### config.mk
export PLATFORM = sky130hd
export DESIGN_NAME = keypad_entry
export DESIGN_NICKNAME = d
export VERILOG_FILES = /design/src/rtl/keypad_entry.sv
export SDC_FILE = /design/constraint.sdc
export NUM_CORES = 1
export LEC_CHECK = 0
export ABC_AREA = 0
export ABC_CLOCK_PERIOD_IN_PS = 14600
export CAP_MARGIN = 20
export CORE_MARGIN = 3
export CORE_UTILIZATION = 30
export DETAILED_ROUTE_END_ITERATION = 12
export PLACE_DENSITY_LB_ADDON = 0.15
export SYNTH_ARGS = -nofsm -noshare
export SYNTH_HDL_FRONTEND = slang
export SYNTH_SLANG_ARGS = --single-unit
### constraint.sdc
create_clock -name clock -period 14.6 [get_ports clock]
set_input_delay 3.65 -clock clock [delete_from_list [all_inputs] [get_ports clock]]
set_output_delay 3.65 -clock clock [all_outputs]
set_load 0.1 [all_outputs]
### src/rtl/keypad_entry.sv
// -----------------------------------------------------------------------------
// keypad_entry
//   Operand input path for the calculator. Scans a 4x4 active-low matrix
//   keypad one column at a time, debounces complete scan frames and assembles
//   accepted digit keys into a 32-bit two's-complement operand, in decimal or
//   hex depending on the display radix.
//
// Parameters
//   SCAN_DIV    clock cycles each column is driven (>= 4)
//   DEBOUNCE    identical frames needed to accept a press or a release (>= 2)
//   MAX_DIGITS  maximum number of significant digits in an entry
//
// Ports
//   clock        in   system clock
//   reset_n      in   asynchronous active-low reset
//   show_in_hex  in   entry radix, 1 = hex, 0 = decimal
//   clear        in   synchronous clear of the current entry
//   rows[3:0]    in   keypad rows, active-low, asynchronous
//   cols[3:0]    out  keypad column drive, active-low one-hot
//   value[31:0]  out  entered operand, two's complement
//   digit_count  out  significant digits entered
//   key_valid    out  one-cycle pulse per accepted key press
//   key_code     out  code (row*4+col) of the last accepted key
//   overflow     out  one-cycle pulse when a digit is rejected (entry full)
//
// Configuration
//   KEYPAD_SIGN_KEY_EN : in decimal mode code 15 toggles the sign and code 14
//                        is backspace. Undefined: both codes are ignored.
// -----------------------------------------------------------------------------
module keypad_entry #(
    parameter int SCAN_DIV   = 8192,
    parameter int DEBOUNCE   = 4,
    parameter int MAX_DIGITS = 8
) (
    input  logic        clock,
    input  logic        reset_n,
    input  logic        show_in_hex,
    input  logic        clear,
    input  logic [3:0]  rows,
    output logic [3:0]  cols,
    output logic [31:0] value,
    output logic [3:0]  digit_count,
    output logic        key_valid,
    output logic [4:0]  key_code,
    output logic        overflow
);

    localparam int CW = (SCAN_DIV > 1) ? $clog2(SCAN_DIV) : 1;
    localparam int SW = $clog2(DEBOUNCE + 1);
    localparam logic [CW-1:0] SCAN_LAST  = CW'(SCAN_DIV - 1);
    localparam logic [SW-1:0] STABLE_MAX = SW'(DEBOUNCE);
    localparam logic [SW-1:0] STABLE_ONE = SW'(1);
    localparam logic [3:0]    DIGITS_MAX = 4'(MAX_DIGITS);

    typedef enum logic [1:0] {
        ST_IDLE = 2'd0,
        ST_DEB  = 2'd1,
        ST_HELD = 2'd2,
        ST_REL  = 2'd3
    } state_t;

    // Synchroniser and scan registers
    logic [3:0]    rows_meta_q;
    logic [3:0]    rows_sync_q;
    logic [CW-1:0] scan_cnt_q;
    logic [1:0]    col_q;
    logic [3:0]    cols_q;
    logic [15:0]   frame_q;

    // Debounce FSM
    state_t        state_q, state_d;
    logic [SW-1:0] stable_q, stable_d;
    logic [3:0]    key_q, key_d;

    // Entry registers
    logic [31:0]   mag_q, mag_d;
    logic          sign_q, sign_d;
    logic [3:0]    count_q, count_d;
    logic          hex_prev_q;
    logic [31:0]   value_q;
    logic          key_valid_q;
    logic [4:0]    key_code_q;
    logic          overflow_q;

    // Combinational helpers
    logic          scan_tick_s;
    logic          frame_done_s;
    logic [15:0]   frame_full_s;
    logic [4:0]    ones_s;
    logic          cand_valid_s;
    logic [3:0]    cand_code_s;
    logic [SW-1:0] stable_inc_s;
    logic          accept_s;
    logic          hex_chg_s;
    logic          is_digit_s;
    logic          ovf_s;
`ifdef KEYPAD_SIGN_KEY_EN
    logic [31:0]   mag_div10_s;
`endif

    assign scan_tick_s  = (scan_cnt_q == SCAN_LAST);
    assign frame_done_s = scan_tick_s && (col_q == 2'd3);
    assign stable_inc_s = stable_q + STABLE_ONE;
    assign hex_chg_s    = show_in_hex ^ hex_prev_q;
    assign is_digit_s   = show_in_hex | (key_q <= 4'd9);
`ifdef KEYPAD_SIGN_KEY_EN
    assign mag_div10_s  = mag_q / 32'd10;
`endif

    assign cols        = cols_q;
    assign value       = value_q;
    assign digit_count = count_q;
    assign key_valid   = key_valid_q;
    assign key_code    = key_code_q;
    assign overflow    = overflow_q;

    // Two-flop synchroniser for the asynchronous row inputs (idle = all high)
    always_ff @(posedge clock or negedge reset_n) begin
        if (!reset_n) begin
            rows_meta_q <= 4'hF;
            rows_sync_q <= 4'hF;
        end else begin
            rows_meta_q <= rows;
            rows_sync_q <= rows_meta_q;
        end
    end

    // Current frame with the active column's samples merged in; bit index is {row, col}
    always_comb begin
        frame_full_s = frame_q;
        for (int r = 0; r < 4; r++) begin
            frame_full_s[{2'(r), col_q}] = ~rows_sync_q[r];
        end
    end

    // Column scan counter, column drive and frame capture
    always_ff @(posedge clock or negedge reset_n) begin
        if (!reset_n) begin
            scan_cnt_q <= {CW{1'b0}};
            col_q      <= 2'd0;
            cols_q     <= 4'b1110;
            frame_q    <= 16'h0000;
        end else if (scan_tick_s) begin
            scan_cnt_q <= {CW{1'b0}};
            col_q      <= col_q + 2'd1;
            cols_q     <= ~(4'b0001 << (col_q + 2'd1));
            frame_q    <= frame_full_s;
        end else begin
            scan_cnt_q <= scan_cnt_q + CW'(1);
        end
    end

    // Frame decode: a candidate exists only when exactly one key is down
    always_comb begin
        ones_s       = 5'd0;
        cand_code_s  = 4'd0;
        cand_valid_s = 1'b0;
        for (int i = 0; i < 16; i++) begin
            if (frame_full_s[i]) begin
                ones_s      = ones_s + 5'd1;
                cand_code_s = 4'(i);
            end else begin
                ones_s      = ones_s;
            end
        end
        cand_valid_s = (ones_s == 5'd1);
    end

    // Debounce FSM next state, evaluated only on the frame-complete cycle
    always_comb begin
        state_d  = state_q;
        stable_d = stable_q;
        key_d    = key_q;
        accept_s = 1'b0;
        if (frame_done_s) begin
            case (state_q)
                ST_IDLE: begin
                    if (cand_valid_s) begin
                        key_d    = cand_code_s;
                        stable_d = STABLE_ONE;
                        state_d  = ST_DEB;
                    end else begin
                        state_d  = ST_IDLE;
                    end
                end
                ST_DEB: begin
                    if (cand_valid_s && (cand_code_s == key_q)) begin
                        stable_d = stable_inc_s;
                        if (stable_inc_s == STABLE_MAX) begin
                            accept_s = 1'b1;
                            state_d  = ST_HELD;
                        end else begin
                            state_d  = ST_DEB;
                        end
                    end else begin
                        state_d = ST_IDLE;
                    end
                end
                ST_HELD: begin
                    // No auto-repeat: only a clean "none" frame starts the release
                    if (!cand_valid_s) begin
                        stable_d = STABLE_ONE;
                        state_d  = ST_REL;
                    end else begin
                        state_d  = ST_HELD;
                    end
                end
                ST_REL: begin
                    if (!cand_valid_s) begin
                        stable_d = stable_inc_s;
                        if (stable_inc_s == STABLE_MAX) begin
                            state_d = ST_IDLE;
                        end else begin
                            state_d = ST_REL;
                        end
                    end else begin
                        state_d = ST_HELD;
                    end
                end
                default: begin
                    state_d  = ST_IDLE;
                    stable_d = {SW{1'b0}};
                end
            endcase
        end else begin
            state_d = state_q;
        end
    end

    // Debounce FSM state register
    always_ff @(posedge clock or negedge reset_n) begin
        if (!reset_n) begin
            state_q  <= ST_IDLE;
            stable_q <= {SW{1'b0}};
            key_q    <= 4'd0;
        end else begin
            state_q  <= state_d;
            stable_q <= stable_d;
            key_q    <= key_d;
        end
    end

    // Entry update: clear and radix change take priority over an accepted key
    always_comb begin
        mag_d   = mag_q;
        sign_d  = sign_q;
        count_d = count_q;
        ovf_s   = 1'b0;
        if (clear || hex_chg_s) begin
            mag_d   = 32'd0;
            sign_d  = 1'b0;
            count_d = 4'd0;
        end else if (accept_s) begin
            if (is_digit_s) begin
                if ((mag_q == 32'd0) && (key_q == 4'd0)) begin
                    // Leading zero is not significant
                    mag_d = mag_q;
                end else if (count_q >= DIGITS_MAX) begin
                    ovf_s = 1'b1;
                end else begin
                    if (show_in_hex) begin
                        mag_d = {mag_q[27:0], key_q};
                    end else begin
                        // mag*10 + d as (mag<<3) + (mag<<1) + d
                        mag_d = {mag_q[28:0], 3'b000} + {mag_q[30:0], 1'b0}
                              + {28'd0, key_q};
                    end
                    count_d = count_q + 4'd1;
                end
`ifdef KEYPAD_SIGN_KEY_EN
            end else if (key_q == 4'd15) begin
                if (mag_q != 32'd0) begin
                    sign_d = ~sign_q;
                end else begin
                    sign_d = sign_q;
                end
            end else if (key_q == 4'd14) begin
                if (count_q != 4'd0) begin
                    mag_d   = mag_div10_s;
                    count_d = count_q - 4'd1;
                    if (mag_div10_s == 32'd0) begin
                        sign_d = 1'b0;
                    end else begin
                        sign_d = sign_q;
                    end
                end else begin
                    mag_d = mag_q;
                end
`endif
            end else begin
                // Non-digit key in decimal mode: reported but no entry change
                mag_d = mag_q;
            end
        end else begin
            mag_d = mag_q;
        end
    end

    // Entry registers and registered outputs
    always_ff @(posedge clock or negedge reset_n) begin
        if (!reset_n) begin
            mag_q       <= 32'd0;
            sign_q      <= 1'b0;
            count_q     <= 4'd0;
            hex_prev_q  <= 1'b0;
            value_q     <= 32'd0;
            key_valid_q <= 1'b0;
            key_code_q  <= 5'd0;
            overflow_q  <= 1'b0;
        end else begin
            mag_q       <= mag_d;
            sign_q      <= sign_d;
            count_q     <= count_d;
            hex_prev_q  <= show_in_hex;
            value_q     <= sign_d ? (~mag_d + 32'd1) : mag_d;
            key_valid_q <= accept_s;
            key_code_q  <= accept_s ? {1'b0, key_q} : key_code_q;
            overflow_q  <= ovf_s;
        end
    end

endmodule

==> out/metrics.yaml <==
status: "complete, no violations"
rows: 66
grt_pass1_wl_um: 45500
cts_resized: 0
crit_family: "adder cells"
synthArstFlopShare_pct: 100
worstHoldPathCells: 0
relSlewSlack_pct: 25.5
drive_above_1_share_pct: 10.7
path_max_fanout: 31
final.setup.worst_slack_ns: 2.03
placedInstanceArea_mm2: 0.0111
drtAntennaViolNets: 0
io_buffers: 53
end_kind: "register"
setup_violations: 0
syn_inst: 1117
n_antenna_cell: 0
worst-endpoint-required_ns: 14.91
cts_root_buf: "clkbuf_16"
start_kind: "register"
postCtsSetupBuffers: 0
multi_input_area_mm2: 0.00655
dp_cells: 1580
initial_core_util_pct: 30.8
antenna_found_initial: 0
syn_area_mm2: 0.0101
r2r_cells: 61
crit_slowest_cell: "ha_1"
final_cell_mix: "118 x nor2_1, 116 x dfrtp_1, 113 x nand2_1, 82 x ha_1, 76 x o21ai_0"
routabilityCongestion: 0.790
layout_commonest_cell: "nor2_1"
r2r_setup_slack_ns: 2.03
drt_iter0_markers: 408
leakagePower_nw: 5.33
postLayoutCellArea_mm2: 0.0117
die_height_um: 190
die-width_um: 190
slew_violations: 0
crit_arrival_ns: 12.89
finalHoldViolations: 0
cts_made_buffers: 17
ir_drop_v: 0.0000827
drv_cap: 0
rsz0062_at_grt: "false"
ys_ff_latch: 127
cp_slowest_stage_delay_ns: 0.55
grt_pass1_vias: 8235
worst_pin_slew_ns: 1.09
crit_type: "reg -> reg"
p_total_mw: 0.873
stdcell_count: 1612
grt_max_degree: 74
cts_tree: "built"
syn_area_per_cell_um2: 9.06
timing.fmax_mhz: 79.5
hpwl_um: 20600
track_usage_pct: 15.8
via_per_inst: 4.99
setup_tns_ns: 0
synth_warnings: 0
synth-seq-area-share_pct: 31.5
drt_pass1_iterations: 7
cts_sinks: 127
worst-path-buf-inv: 7
nNetsFinal: 1249
clk_latency_ns: 0.44
clk_pin_slew_worst_paths_ns: 0.06
ys.flop_type: "dfrtp_1"
pwr_density_cell_mw_per_mm2: 74.7
fillCellCount: 3427
place_ws_ns: 2.09
synth.net_count: 1209
hp-class: "reg -> reg"
cts_buffer_depth: 2
coreArea_mm2: 0.0329
seqCellArea_mm2: 0.00319
r2r_start: "col_q[1]"
drc: 0
die_area_mm2: 0.0360
syn_to_final_growth_pct: 15.5
hold_ws_ns: 0.356
final_util_pct: 35.6
min_from: "rows_meta_q[3]"
critical_path.most_common_cell: "ha_1"
ys_types: 105
post_drt_wl_per_cell_um: 17.1
h-tree-depth: 4
min_period_ns: 12.57
dr_total_vias: 8044
finalCritPeriodShare_pct: 86.1
drt-total-wl_um: 27600
synth_edf_count: 0
r2r_end: "value[28]"
hold_end: "rows_sync_q[3]"
fin_worst_skew_ns: 0.0107
grt_overflow: 0
ioPinCount: 55
ctsHoldBuffers: 0
==> worst register-to-register path: cells and delay by family (launching register included) <==
family	cells	cell delay [ns]
flip-flops	1	0.40
multiplexers	2	0.54
adder cells (fa/ha/maj)	16	5.13
buffers and inverters	7	0.77
AO/OA/AOI/OAI	18	3.40
XOR/XNOR	2	0.32
AND/OR/NAND/NOR	16	1.93
==> Yosys cell counts (4+ instances only) <==
library cell,count,area [um^2]
nand3_1,18,90.1
a21boi_0,6,45.0
a211oi_2,6,75.1
o32ai_1,4,35.0
xor2_1,37,324
a21o_1,13,97.6
buf_4,8,60.1
a211o_1,4,35.0
nor3_1,23,115
o21bai_1,6,45.0
nor2b_1,16,100
a41oi_1,6,52.6
o31ai_1,14,105
o21a_1,15,113
mux2i_1,21,210
a31oi_1,11,68.8
and3_1,7,43.8
o21ai_0,76,380
inv_1,44,165
clkbuf_1,23,86.3
ha_1,82,1030
or2_2,5,31.3
xnor2_2,4,65.1
nor3_2,6,60.1
mux2_2,14,158
xnor2_1,61,534
nor4_1,10,62.6
and2_1,8,50.1
a211oi_1,4,30.0
dfstp_2,11,289
nand4_1,7,43.8
nor2_1,118,443
o211ai_1,17,128
nand2b_1,20,125
or3_1,7,43.8
a21oi_1,52,260
buf_2,6,30.0
o21ai_1,9,45.0
dfrtp_1,116,2900
nand2_1,113,424
==> cells by family (layout without fill, tap and decap cells) <==
| family | after synthesis | count (layout) | share of synthesized area [%] |
|---|---|---|---|
| buf+inv | 88 | 141 | 3.73 |
| xor+xnor | 113 | 113 | 11.8 |
| simple gates | 377 | 377 | 17.9 |
| flops | 127 | 127 | 31.5 |
| fa+ha+maj | 84 | 84 | 10.5 |
| other cells | 1 | 1 | 0.0371 |
| mux | 39 | 39 | 4.28 |
| compound gates | 288 | 288 | 20.2 |
==> registers in the layout, indices dropped and copies added (netlist names) <==
signal	flops
cols	4
stable_q	3
sign_q	1
key_code	4
frame_q	16
mag_q	31
rows_sync_q	4
key_q	4
state_q	2
scan_cnt_q	13
col_q	2
digit_count	4
hex_prev_q	1
rows_meta_q	4
key_valid	1
overflow	1
value	32
==> per-layer routing <==
metal	vias to the layer above	part of all wire, %	routed length, um	global-route usage, %
met5	-	0	0	0
met4	0	1.6	454	4.49
met3	25	2.2	598	2.32
met2	104	49	13500	27.2
met1	3855	47	13000	20.7
li1	4060	-	-	-
==> worst max path at each step <==
| stage | startpoint | to | slack (ns) | cells after the start |
|---|---|---|---|---|
| CTS | col_q[1] | value[28] | 2.05 | 61 |
| detailed placement | col_q[1] | value[28] | 2.09 | 61 |
| global route | col_q[1] | value[28] | 0.83 | 61 |
| global placement | col_q[1] | value[31] | 2.50 | 59 |
| finish | col_q[1] | value[28] | 2.03 | 61 |
| floorplan | col_q[1] | value[26] | 3.18 | 64 |
==> final cells by class <==
type | count | share of cell area (%)
clock buffers | 18 | 3.76
flip-flops and latches | 127 | 27.3
clock inverters | 14 | 1.56
inverters | 47 | 1.53
repair buffers | 62 | 5.08
well taps | 442 | 4.73
multi-input cells | 902 | 56.0
==> where the power goes <==
group          leakage, nW  switching (mW)  internal, mW
Clock                0.299           0.177         0.276
Sequential            1.72         0.00138         0.354
Combinational         3.32          0.0428        0.0209
Note: power is estimated with default switching activity, not from simulation.
